**config.mk**
```make
export PLATFORM = sky130hd
export DESIGN_NAME = dmem_arbiter
export DESIGN_NICKNAME = d
export VERILOG_FILES = /design/src/rtl/dmem_arbiter_pkg.sv /design/src/rtl/dmem_arbiter.sv
export SDC_FILE = /design/constraint.sdc
export NUM_CORES = 1
export LEC_CHECK = 0
export BUFFER_PORTS_ARGS = -buffer_cell sky130_fd_sc_hd__buf_2
export CAP_MARGIN = 20
export CELL_PAD_IN_SITES_DETAIL_PLACEMENT = 0
export CELL_PAD_IN_SITES_GLOBAL_PLACEMENT = 1
export CORE_AREA = 3 3 121 99
export CTS_BUF_LIST = sky130_fd_sc_hd__clkbuf_4
export CTS_CLUSTER_DIAMETER = 100
export DETAILED_ROUTE_END_ITERATION = 10
export DIE_AREA = 0 0 124 102
export PLACE_DENSITY = 0.89
export SETUP_SLACK_MARGIN = 0.5
export SLEW_MARGIN = 0
export SYNTH_ARGS = -nofsm -noshare
export SYNTH_HDL_FRONTEND = slang
export SYNTH_SLANG_ARGS = --single-unit
```
**constraint.sdc**
```tcl
create_clock -name CK -period 1.8 [get_ports CK]
set_input_delay 0.09 -clock CK [delete_from_list [all_inputs] [get_ports CK]]
set_output_delay 0.09 -clock CK [all_outputs]
set_load 0.01 [all_outputs]
```
**src/rtl/dmem_arbiter_pkg.sv**
```systemverilog
// Shared types and default sizing for the data-memory arbiter.
package dmem_arbiter_pkg;

    typedef enum logic [0:0] {
        IDLE   = 1'b0,
        LOCK_H = 1'b1
    } arb_state_t;

    typedef enum logic [0:0] {
        OWN_CORE = 1'b0,
        OWN_HOST = 1'b1
    } owner_t;

    localparam int DMEM_AW        = 5;
    localparam int DMEM_DW        = 32;
    localparam int DMEM_BURST_MAX = 8;

endpackage

```
**src/rtl/dmem_arbiter.sv**
```systemverilog
// Core/host arbiter for the single-port data memory with a bounded host burst lock.
// Define DMEM_ARB_RR_EN for round-robin contention; otherwise the core wins every contention.
module dmem_arbiter
    import dmem_arbiter_pkg::*;
#(
    parameter int AW        = DMEM_AW,
    parameter int DW        = DMEM_DW,
    parameter int BURST_MAX = DMEM_BURST_MAX
) (
    input  logic          CK,
    input  logic          RESET,
    input  logic          C_REQ,
    input  logic          C_WE,
    input  logic [AW-1:0] C_ADDR,
    input  logic [DW-1:0] C_WDATA,
    output logic          C_GNT,
    output logic          C_RVALID,
    output logic [DW-1:0] C_RDATA,
    input  logic          H_REQ,
    input  logic          H_WE,
    input  logic          H_LOCK,
    input  logic [AW-1:0] H_ADDR,
    input  logic [DW-1:0] H_WDATA,
    output logic          H_GNT,
    output logic          H_RVALID,
    output logic [DW-1:0] H_RDATA,
    output logic          M_EN,
    output logic          M_WE,
    output logic [AW-1:0] M_ADDR,
    output logic [DW-1:0] M_WDATA,
    input  logic [DW-1:0] M_RDATA
);

    localparam int CW = $clog2(BURST_MAX + 1);

    arb_state_t    state_r, state_nxt_s;
    logic [CW-1:0] cnt_r, cnt_nxt_s;
    logic          c_gnt_s, h_gnt_s;
    logic          host_wins_s;
    logic          lock_exit_s;
    logic          rd_pend_r;
    owner_t        rd_own_r;
    logic [DW-1:0] c_rdata_r, h_rdata_r;
    logic          c_rvalid_s, h_rvalid_s;

`ifdef DMEM_ARB_RR_EN
    owner_t rr_ptr_r;

    // Round-robin pointer flips only on contended IDLE grants
    always_ff @(posedge CK) begin
        if (RESET) begin
            rr_ptr_r <= OWN_CORE;
        end else if (state_r == IDLE && C_REQ && H_REQ) begin
            rr_ptr_r <= (rr_ptr_r == OWN_CORE) ? OWN_HOST : OWN_CORE;
        end
    end

    assign host_wins_s = (rr_ptr_r == OWN_HOST);
`else
    assign host_wins_s = 1'b0;
`endif

    // A waiting core eventually forces the lock open once the budget is spent
    assign lock_exit_s = !H_LOCK || (C_REQ && (cnt_r == CW'(BURST_MAX)));

    // State and lock counter register
    always_ff @(posedge CK) begin
        if (RESET) begin
            state_r <= IDLE;
            cnt_r   <= {CW{1'b0}};
        end else begin
            state_r <= state_nxt_s;
            cnt_r   <= cnt_nxt_s;
        end
    end

    // Next-state and lock counter update
    always_comb begin
        state_nxt_s = state_r;
        cnt_nxt_s   = cnt_r;
        case (state_r)
            IDLE: begin
                cnt_nxt_s = {CW{1'b0}};
                if (h_gnt_s && H_LOCK) begin
                    state_nxt_s = LOCK_H;
                end else begin
                    state_nxt_s = IDLE;
                end
            end
            LOCK_H: begin
                if (lock_exit_s) begin
                    state_nxt_s = IDLE;
                    cnt_nxt_s   = {CW{1'b0}};
                end else if (C_REQ && (cnt_r != CW'(BURST_MAX))) begin
                    cnt_nxt_s = cnt_r + CW'(1);
                end else begin
                    cnt_nxt_s = cnt_r;
                end
            end
            default: begin
                state_nxt_s = IDLE;
                cnt_nxt_s   = {CW{1'b0}};
            end
        endcase
    end

    // Grant decision
    always_comb begin
        c_gnt_s = 1'b0;
        h_gnt_s = 1'b0;
        if (RESET) begin
            c_gnt_s = 1'b0;
            h_gnt_s = 1'b0;
        end else begin
            case (state_r)
                IDLE: begin
                    if (C_REQ && H_REQ) begin
                        h_gnt_s = host_wins_s;
                        c_gnt_s = !host_wins_s;
                    end else begin
                        c_gnt_s = C_REQ;
                        h_gnt_s = H_REQ;
                    end
                end
                LOCK_H: begin
                    if (lock_exit_s) begin
                        c_gnt_s = C_REQ;
                    end else begin
                        h_gnt_s = H_REQ;
                    end
                end
                default: begin
                    c_gnt_s = 1'b0;
                    h_gnt_s = 1'b0;
                end
            endcase
        end
    end

    assign C_GNT = c_gnt_s;
    assign H_GNT = h_gnt_s;

    // Memory port follows the granted requester, zero when idle
    always_comb begin
        M_EN    = c_gnt_s | h_gnt_s;
        M_WE    = 1'b0;
        M_ADDR  = {AW{1'b0}};
        M_WDATA = {DW{1'b0}};
        if (c_gnt_s) begin
            M_WE    = C_WE;
            M_ADDR  = C_ADDR;
            M_WDATA = C_WDATA;
        end else if (h_gnt_s) begin
            M_WE    = H_WE;
            M_ADDR  = H_ADDR;
            M_WDATA = H_WDATA;
        end else begin
            M_WE    = 1'b0;
        end
    end

    // Read tag: who owns the read data arriving next cycle
    always_ff @(posedge CK) begin
        if (RESET) begin
            rd_pend_r <= 1'b0;
            rd_own_r  <= OWN_CORE;
        end else begin
            rd_pend_r <= (c_gnt_s && !C_WE) || (h_gnt_s && !H_WE);
            rd_own_r  <= h_gnt_s ? OWN_HOST : OWN_CORE;
        end
    end

    assign c_rvalid_s = rd_pend_r && !RESET && (rd_own_r == OWN_CORE);
    assign h_rvalid_s = rd_pend_r && !RESET && (rd_own_r == OWN_HOST);
    assign C_RVALID   = c_rvalid_s;
    assign H_RVALID   = h_rvalid_s;

    // Read-data hold registers keep the last value returned to each side
    always_ff @(posedge CK) begin
        if (RESET) begin
            c_rdata_r <= {DW{1'b0}};
            h_rdata_r <= {DW{1'b0}};
        end else begin
            if (c_rvalid_s) c_rdata_r <= M_RDATA;
            if (h_rvalid_s) h_rdata_r <= M_RDATA;
        end
    end

    // Return data straight from memory in the valid cycle
    always_comb begin
        C_RDATA = c_rdata_r;
        H_RDATA = h_rdata_r;
        if (RESET) begin
            C_RDATA = {DW{1'b0}};
            H_RDATA = {DW{1'b0}};
        end else begin
            C_RDATA = c_rvalid_s ? M_RDATA : c_rdata_r;
            H_RDATA = h_rvalid_s ? M_RDATA : h_rdata_r;
        end
    end

endmodule
```
==> out/summary.txt, run 1 <==
maximum number of pins on one net before global-route repair - 67
crit path launch type - register
DR DRC count - 0
worst setup slack for register-to-register paths - 0 ns
Max Clock Skew - 0.0139 ns
number of H-tree levels - 3
Fin Hold WS - 0.0546 ns
Placer Congestion - 0.883
DRT Pass-1 Iters - 4
Total Die Area - 12600 um^2
number of nets in the layout - 847
antenna violations before repair - 0
Post-synth EDFFs - 0
final antenna diode count - 0
total overflow reported by the global router - 0
critical path required time - 1.71 ns
yosys warns - 0
total via count in the routed design - 4432
number of max-cap violations - 0
maximum clock frequency - 0.468 GHz
actual transition at the worst max-transition pin - 0.502 ns
average size of a mapped cell - 8.33 um^2
first-pass GRT wire length - 24.9 mm
chip width - 124 um
multi-input combinational cell area - 2470 um^2
Mapped Area - 3130 um^2
clock insertion delay at the later pin of the skew report - 0.44 ns
Max Slew Vio Count - 0
clock-pin slew of the registers on the worst-case setup and hold paths - 0.12 ns
floorplan core area - 10900 um^2
input/output buffers - 219
CTS tree - done
number of synthesized register bits - 71
final hold violation count - 0
fraction of the cycle the final worst path needs - 119%
number of sinks on the clock net - 71
category of the worst setup path capture point - output port
total wirelength of the detailed-routed design - 18.5 mm
layout cells sized above 1 - 73.5%
setup repair after global routing missed its margin - true
area taken by flip-flops and latches - 1430 um^2
endpoints failing setup - 79
per-cell routed wire length - 21.0 um
count of routing violations after the opening detailed-route iteration - 264
Vias/cell - 5.03
Row Count - 34
count of cell types in the netlist - 26
minimum setup slack after placement - 0.169 ns
Pleak - 3.95 nW
power density normalized to cell area - 541 nW/um^2
post-route antenna net violation count - 0
area delta synth->final - 159%
path type of the worst min-delay path - input port to register
IR drop worst, VDD - 0.468 mV
nets in the synthesized netlist - 491
IO Count - 220
worst-case setup margin in the final layout - -0.338 ns
worst-case clock buffer depth - 2
sequential area share after synthesis - 45.4%
Post-synth ARST share - 0%
maximum fanout along the worst path - 6
most used flip-flop cell after synthesis - dfxtp_1
master cell of the clock root buffer - clkbuf_4
sum of net half-perimeters after detailed placement - 8.11 mm
result of the run - finished, violations left
gate count of the mapped netlist - 376
fill cell total of the finished layout - 697
violations in the final reports - negative setup slack
vias in the first global route - 4640
data arrival time of the critical path - 2.05 ns
height of the die - 102 um
initial cell density of the core - 28.8%
global-route total usage across every layer - 26.1%
fin crit period - 2.14 ns
TritonCTS Buffers - 9
path type of the worst setup path - register to output port
worst rel slew slack - 66.5%
[per-stage QoR]
step,cell area [um^2],power [mW],TNS (ns),std cells,utilization [%]
2_1_floorplan,3180,1.95,0,376,-
3_3_place_gp,4360,2.21,0,715,40.0
3_5_place_dp,4360,2.22,0,715,40.0
4_1_cts,7190,4.26,-14.95,865,66.1
5_1_grt,8120,4.56,-21.22,881,74.6
6_report,8120,4.39,-13.24,881,74.6
[placed cells by master (no fill, tap or decap), types with 16 or more instances in the layout]
cell	synthesis	final
buf_12	0	16
buf_4	0	21
buf_6	8	150
nand2_4	0	41
dfxtp_1	71	67
buf_16	0	19
nand3_4	0	18
nand2_1	135	72
a32o_2	38	39
o21ai_4	0	24
dlygate4sd3_1	0	37
buf_2	12	133
nand2_2	0	22
[metal layers]
metal | global-route usage (%) | up-vias | share of wire [%]
met5 | 0 | - | 0
met4 | 7.74 | 0 | 2.8
met3 | 8.58 | 48 | 7.9
met2 | 45.6 | 197 | 52
met1 | 30.6 | 2145 | 38
li1 | - | 2042 | -
[cell type report]
cell class / instances / share of cell area, %
repair buffers: 378 / 46.4
flip-flops and latches: 71 / 17.6
well taps: 144 / 2.22
clock buffers: 9 / 0.832
inverters: 8 / 0.524
multi-input cells: 264 / 30.4
clock inverters: 7 / 2.06
[cell families (layout without fill, tap and decap cells)]
family	after synthesis	after routing	share of synthesized area, %
compound gates	84	84	22.3
simple gates	178	178	24.2
flops	71	71	45.4
buf+inv	41	402	7.31
fa+ha+maj	2	2	0.799
[where the power goes]
| group | total, mW | switching [mW] | internal [mW] |
|---|---|---|---|
| registers | 1.64 | 0.0183 | 1.62 |
| logic | 1.15 | 0.517 | 0.636 |
| clock network | 1.60 | 0.614 | 0.989 |
[worst paths after layout]
path / startpoint / end / cells past startpoint
min reg2reg: c_rdata_r[27] / c_rdata_r[27] / 2
max reg2reg: rd_pend_r / c_rdata_r[19] / 11
min: H_LOCK / cnt_r[2] / 3
max: cnt_r[0] / M_WDATA[0] / 8
[flip-flops by register name, indices dropped and copies added, names as in the netlist]
signal	cells
c_rdata_r	32
h_rdata_r	32
cnt_r	4
rd_own_r	1
state_r	1
rd_pend_r	1
[cells in the mapped netlist, types with 2 or more instances]
master,number,share of area (%)
a32o_2,38,14
dfxtp_1,71,45
inv_1,7,0.84
nand3_1,35,5.6
and2_1,2,0.40
nand2_1,135,16
ha_1,2,0.80
buf_2,12,1.9
clkbuf_1,12,1.4
buf_6,8,2.9
a21oi_1,5,0.80
o21ai_0,35,5.6
[critical path, stage by stage, from the launching register on]
cell and delay (ns):
dfxtp_2 0.36, inv_2 0.05, ha_4 0.16, and3b_2 0.22, o21ai_4 0.21, buf_6 0.17, buf_16 0.12, a32o_2 0.20
buf_6 0.12
[what timing repair did]
action	CTS	global route
resized for setup	287	150
setup buffers	78	15
pin swaps	101	32
gates cloned	19	1
endpoints found under the setup margin	110	155
endpoints found under the hold margin	60	0
hold buffers	37	0
(Power assumes the default switching activity.)
==> run 2, diff against run 1 <==
Settings changed: CELL_PAD_IN_SITES_DETAIL_PLACEMENT 0 to unset, CELL_PAD_IN_SITES_GLOBAL_PLACEMENT 1 to unset, CORE_AREA 3 3 121 99 to 3 3 101 84, DIE_AREA 0 0 124 102 to 0 0 104 87, PLACE_DENSITY 0.89 to 0.8.
==> out/summary.txt, run 2 <==
maximum number of pins on one net before global-route repair - 67
master cell of the clock root buffer - clkbuf_4
Placer Congestion - 0.959
main area contributors after synthesis - dfxtp_1 45%, nand2_1 16%, a32o_2 14%, nand3_1 5.6%, o21ai_0 5.6%
number of sinks on the clock net - 71
tool error message - [ERROR DPL-0038] Utilization greater than 100%, impossible to legalize
number of H-tree levels - 3
area leader, netlist - dfxtp_1
DP Cell Count - 676
kind of the worst endpoint - primary output
nets in the synthesized netlist - 491
Mapped Area - 3130 um^2
result of the run - aborted with a tool error
top cells by count, synth - 135 x nand2_1, 71 x dfxtp_1, 38 x a32o_2
sum of net half-perimeters after detailed placement - 7.53 mm
count of cell types in the netlist - 26
most common cell in the synthesized netlist - nand2_1
number of synthesized register bits - 71
post-placement cell area - 4310 um^2
Row Count - 28
yosys warns - 0
halt point of the flow - 5_1_grt
worst-case clock buffer depth - 2
chip width - 104 um
input/output buffers - 219
TritonCTS Buffers - 9
average size of a mapped cell - 8.33 um^2
Post-synth EDFFs - 0
sequential area share after synthesis - 45.4%
gate count of the mapped netlist - 376
Post-synth ARST share - 0%
initial cell density of the core - 42.2%
most used flip-flop cell after synthesis - dfxtp_1
IO Count - 220
proportion of netlist area held by the largest area contributor - 45.4%
worst-slack endpoint at the end of global-route timing repair - M_WDATA[8]
height of the die - 87 um
-- run 2: metrics by stage --
| step | setup slack [ns] | setup TNS, ns |
|---|---|---|
| after detailed placement | 0.222 | 0 |
| after CTS | -0.219 | -8.24 |
| after floorplan | 0.388 | 0 |
| after global placement | 0.269 | 0 |
-- run 2: kinds of logic after synthesis --
kind of cell	share of synthesized area (%)
AO/OA/AOI/OAI	22.3
flip-flops	45.4
buffers and inverters	7.31
adder cells (fa/ha/maj)	0.799
AND/OR/NAND/NOR	24.2
-- run 2: what timing repair did --
item / CTS
gates cloned: 18
buffers inserted: 76
endpoints found under the hold margin: 49
hold buffers: 34
pin swaps: 90
setup endpoints to repair: 110
gates resized for setup: 280
==> run 3, diff against run 2 <==
Settings changed: CORE_AREA 3 3 101 84 to 3 3 93 95, CTS_BUF_LIST sky130_fd_sc_hd__clkbuf_4 to unset, CTS_CLUSTER_DIAMETER 100 to unset, DIE_AREA 0 0 104 87 to 0 0 96 98, PLACE_DENSITY 0.8 to unset, PLACE_DENSITY_LB_ADDON set to 0.15, SETUP_SLACK_MARGIN 0.5 to unset.
==> out/summary.txt, run 3 (synthesized netlist as in run 1, its figures left out) <==
actual transition at the worst max-transition pin - 0.369 ns
category of the worst setup path capture point - output port
vias in the first global route - 3545
setup repair after global routing missed its margin - true
minimum setup slack after placement - 0.0553 ns
Min-Delay Path Depth - 3
CTS tree - done
hold path startpoint - H_REQ
utilization after layout - 69.4%
capture point of the worst reg-to-reg path - rd_pend_r
fin crit period - 2.00 ns
initial cell density of the core - 40.1%
clock insertion delay at the later pin of the skew report - 0.34 ns
final hold violation count - 0
path type of the worst setup path - register to output port
final std cell area, no fill - 5420 um^2
input/output buffers - 219
maximum number of pins on one net before global-route repair - 67
commonest non-fill, non-tap cells in the layout - 180 x buf_2, 135 x nand2_1, 69 x dfxtp_1
layout cells sized above 1 - 49.3%
floorplan core area - 7810 um^2
endpoints failing setup - 40
Final TNS setup - -5.38 ns
first-pass GRT wire length - 18.4 mm
number of H-tree levels - 3
maximum clock frequency - 0.500 GHz
largest registers - c_rdata_r (32), h_rdata_r (32), cnt_r (4)
total overflow reported by the global router - 0
count of routing violations after the opening detailed-route iteration - 152
master of the slowest instance on the critical path - dfxtp_2
post-placement cell area - 4280 um^2
DR DRC count - 0
critical path required time - 1.71 ns
Post-Layout Cell Count - 743
IO Count - 220
internal power component - 2.61 mW
total wirelength of the detailed-routed design - 12.7 mm
area delta synth->final - 73.1%
Cell Chain, Critical Path - inv_2, ha_4, and3b_2, o21ai_4, buf_6, buf_12, a32o_2, buf_6
maximum fanout along the worst path - 6
fraction of the cycle the final worst path needs - 111%
P_sw - 974 uW
most prevalent standard cell on the critical path - buf_6
IR drop worst, VDD - 0.507 mV
number of nets in the layout - 751
Row Count - 32
proportion of power drawn by the clock network - 31.8%
combinational group share of total power - 22.7%
DP Cell Count - 672
fill cell total of the finished layout - 611
violations in the final reports - negative setup slack
Max Clock Skew - 0.00700 ns
per-cell routed wire length - 17.1 um
global-route total usage across every layer - 25.4%
final antenna diode count - 0
share of power burned in registers - 45.5%
master cell of the clock root buffer - clkbuf_8
Placer Congestion - 0.886
endpoint with the worst hold slack - state_r
number of sinks on the clock net - 71
worst setup slack for register-to-register paths - 0.09 ns
Pleak - 2.86 nW
most common library cell in the layout ignoring fill and taps - buf_2
Vias/cell - 5.00
launch point of the worst reg-to-reg path - cnt_r[0]
height of the die - 98 um
crit path launch type - register
depth of the most critical reg-to-reg path - 9
CP top delay family - buffers and inverters
worst rel slew slack - 75.4%
switching share of power - 27.2%
post-layout power - 3.58 mW
clock-pin slew of the registers on the worst-case setup and hold paths - 0.07 ns
TritonCTS Buffers - 9
result of the run - finished, violations left
antenna violations before repair - 0
Fin Hold WS - 0.0265 ns
worst-case clock buffer depth - 2
worst-case setup margin in the final layout - -0.198 ns
total via count in the routed design - 3716
power density normalized to cell area - 661 nW/um^2
Critical path buffers and inverters - 4
post-route antenna net violation count - 0
Largest stage delay, worst path - 0.34 ns
sum of net half-perimeters after detailed placement - 8.07 mm
path type of the worst min-delay path - input port to register
data arrival time of the critical path - 1.91 ns
chip width - 96 um
Total Die Area - 9410 um^2
DRT Pass-1 Iters - 4
Max Slew Vio Count - 0
number of max-cap violations - 0
run 3: layout make-up:
cell class | instances | area (um^2) | share of cell area (%)
timing repair buffer | 282 | 2150 | 39.7
multi-input combinational | 264 | 1510 | 27.9
sequential | 71 | 1420 | 26.3
clock buffer | 12 | 145 | 2.68
tap | 102 | 128 | 2.35
clock inverter | 4 | 30.0 | 0.554
inverter | 8 | 30.0 | 0.554
run 3: power groups by stage:
stage	registers, mW	logic, mW	clock network [mW]
after global routing	1.63	0.863	1.26
final	1.63	0.812	1.14
after detailed placement	1.67	0.559	0
after global placement	1.67	0.554	0
after floorplan	1.66	0.279	0
after CTS	1.63	0.784	1.18
run 3: layer usage:
| layer | share of wire, % | wire length, um | track usage, % |
|---|---|---|---|
| met4 | 2.6 | 333 | 8.86 |
| met3 | 7.8 | 989 | 7.86 |
| met1 | 39 | 4900 | 29.2 |
| met5 | 0 | 0 | 0 |
| met2 | 51 | 6460 | 43.8 |
run 3: repair_timing:
item	4_1_cts	5_1_grt
pin swaps	14	21
endpoints found under the hold margin	56	0
resized for setup	65	5
hold buffers	32	0
cloned	6	5
setup buffers	11	2
endpoints found under the setup margin	41	58
run 3: worst register-to-register path, cell delays in order (launching register included):
cell	delay, ns
dfxtp_2	0.32
inv_2	0.07
ha_4	0.15
and3b_2	0.22
o21ai_4	0.07
buf_12	0.15
buf_16	0.13
buf_4	0.12
buf_4	0.12
a32o_2	0.25
run 3: worst max path at each step:
stage                     cells after the start          end  startpoint
after CTS                                     8  M_WDATA[22]    cnt_r[1]
after global routing                          8  M_WDATA[22]    cnt_r[1]
after detailed placement                      7  M_WDATA[22]    cnt_r[1]
after floorplan                               6  M_WDATA[23]    cnt_r[0]
final                                         8  M_WDATA[22]    cnt_r[1]
after global placement                        7  M_WDATA[22]    cnt_r[1]
==> run 4, diff against run 3 <==
Settings changed: CORE_AREA 3 3 93 95 to 3 3 92 94, CTS_CLUSTER_SIZE set to 40, DIE_AREA 0 0 96 98 to 0 0 95 97.
==> out/summary.txt, run 4 (synthesized netlist as in run 1, its figures left out) <==
number of sinks on the clock net - 71
IO Count - 220
count of routing violations after the opening detailed-route iteration - 195
maximum number of pins on one net before global-route repair - 66
launch point of the worst reg-to-reg path - cnt_r[0]
commonest non-fill, non-tap cells in the layout - 179 x buf_2, 135 x nand2_1, 68 x dfxtp_1
total overflow reported by the global router - 0
hold path startpoint - M_RDATA[1]
fraction of the cycle the final worst path needs - 108%
fin crit period - 1.95 ns
number of max-cap violations - 0
initial cell density of the core - 40.5%
critical path required time - 1.71 ns
worst rel slew slack - 79.6%
result of the run - finished, violations left
final hold violation count - 0
DP Cell Count - 677
Max Clock Skew - 0.00792 ns
crit path launch type - register
input/output buffers - 219
category of the worst setup path capture point - output port
DRT Pass-1 Iters - 4
met3 layer usage reported by global route - 7.00%
layout cells sized above 1 - 50.0%
fill cell total of the finished layout - 643
worst-case setup margin in the final layout - -0.148 ns
IR drop worst, VDD - 0.370 mV
height of the die - 97 um
master cell of the clock root buffer - clkbuf_8
global-route total usage across every layer - 24.6%
most common library cell in the layout ignoring fill and taps - buf_2
capture point of the worst reg-to-reg path - rd_pend_r
maximum fanout along the worst path - 6
maximum clock frequency - 0.513 GHz
sum of net half-perimeters after detailed placement - 8.16 mm
worst setup slack for register-to-register paths - 0.17 ns
path type of the worst min-delay path - input port to register
vias in the first global route - 3659
global-route layer with the greatest usage - met2
Total Die Area - 9220 um^2
DR DRC count - 0
number of nets in the layout - 751
met1 Usage GRT - 30.5%
Row Count - 32
Min-Delay Path Depth - 3
area delta synth->final - 71.4%
clock-pin slew of the registers on the worst-case setup and hold paths - 0.08 ns
Pleak - 2.83 nW
Placer Congestion - 0.871
global routing usage on met2 - 41.1%
path type of the worst setup path - register to output port
depth of the most critical reg-to-reg path - 8
CTS tree - done
antenna violations before repair - 1
data arrival time of the critical path - 1.86 ns
chip width - 95 um
Vias/cell - 5.16
post-route antenna net violation count - 0
largest registers - c_rdata_r (32), h_rdata_r (32), cnt_r (4)
TritonCTS Buffers - 9
endpoint with the worst hold slack - c_rdata_r[1]
worst-case clock buffer depth - 2
clock insertion delay at the later pin of the skew report - 0.33 ns
endpoints failing setup - 40
Max Slew Vio Count - 0
floorplan core area - 7730 um^2
power density normalized to cell area - 653 nW/um^2
total wirelength of the detailed-routed design - 12.8 mm
violations in the final reports - negative setup slack
final antenna diode count - 0
setup repair after global routing missed its margin - true
first-pass GRT wire length - 18.0 mm
utilization after layout - 69.5%
number of H-tree levels - 3
per-cell routed wire length - 17.2 um
total via count in the routed design - 3829
actual transition at the worst max-transition pin - 0.306 ns
Post-Layout Cell Count - 742
## run 4: through the flow
step | setup slack, ns | total power [mW] | TNS, ns | area (um^2) | hold slack, ns
CTS | -0.195 | 3.46 | -6.43 | 5140 | 0.00180
finish | -0.148 | 3.50 | -4.51 | 5370 | 0.0167
floorplan | 0.247 | 1.94 | 0 | 3130 | 0.215
global route | -0.221 | 3.66 | -7.59 | 5370 | 0.0201
global placement | 0.103 | 2.22 | 0 | 4330 | 0.309
detailed placement | 0.0623 | 2.23 | 0 | 4330 | 0.310
## run 4: area by class of cell
class / instances / area (um^2) / area share, %
multi-input cells: 264 / 1520 / 28.3
flip-flops and latches: 71 / 1430 / 26.6
inverters: 8 / 30.0 / 0.559
clock buffers: 10 / 128 / 2.38
well taps: 102 / 128 / 2.38
repair buffers: 282 / 2100 / 39.1
clock inverters: 5 / 35.0 / 0.653
## run 4: what timing repair did
item | CTS | global route
pin swaps | 10 | 26
setup buffers | 9 | 4
hold buffers | 31 | 0
endpoints found under the hold margin | 51 | 0
endpoints found under the setup margin | 41 | 42
cloned | 4 | 6
gates resized for setup | 36 | 33
## run 4: how the worst max path moves through the flow
stage                        start     endpoint  slack, ns  cells after the start
after detailed placement  cnt_r[1]  M_WDATA[23]       0.06                      7
after CTS                 cnt_r[0]  M_WDATA[13]      -0.19                      8
after global routing      cnt_r[0]    M_ADDR[3]      -0.22                      8
after floorplan           cnt_r[0]  M_WDATA[23]       0.25                      6
final                     cnt_r[0]  M_WDATA[23]      -0.15                      8
after global placement    cnt_r[1]  M_WDATA[23]       0.10                      7
## run 4: critical path, cell delays in order, from the launching register on
cell and delay (ns):
dfxtp_2 0.34, inv_2 0.05, ha_4 0.16, and3b_2 0.22, o21ai_4 0.14, buf_12 0.15, buf_8 0.11, a32o_2 0.23
buf_6 0.12
## run 4: power by group
part	internal, mW	total, mW	switching, mW
sequential	1.62	1.63	0.0138
combinational	0.432	0.793	0.361
clock	0.495	1.08	0.584
## run 4: layer usage
metal | wire length, um | share of wire, %
met1 | 5320 | 42
met2 | 6080 | 48
met3 | 1040 | 8.1
met4 | 286 | 2.2
met5 | 20 | 0.16
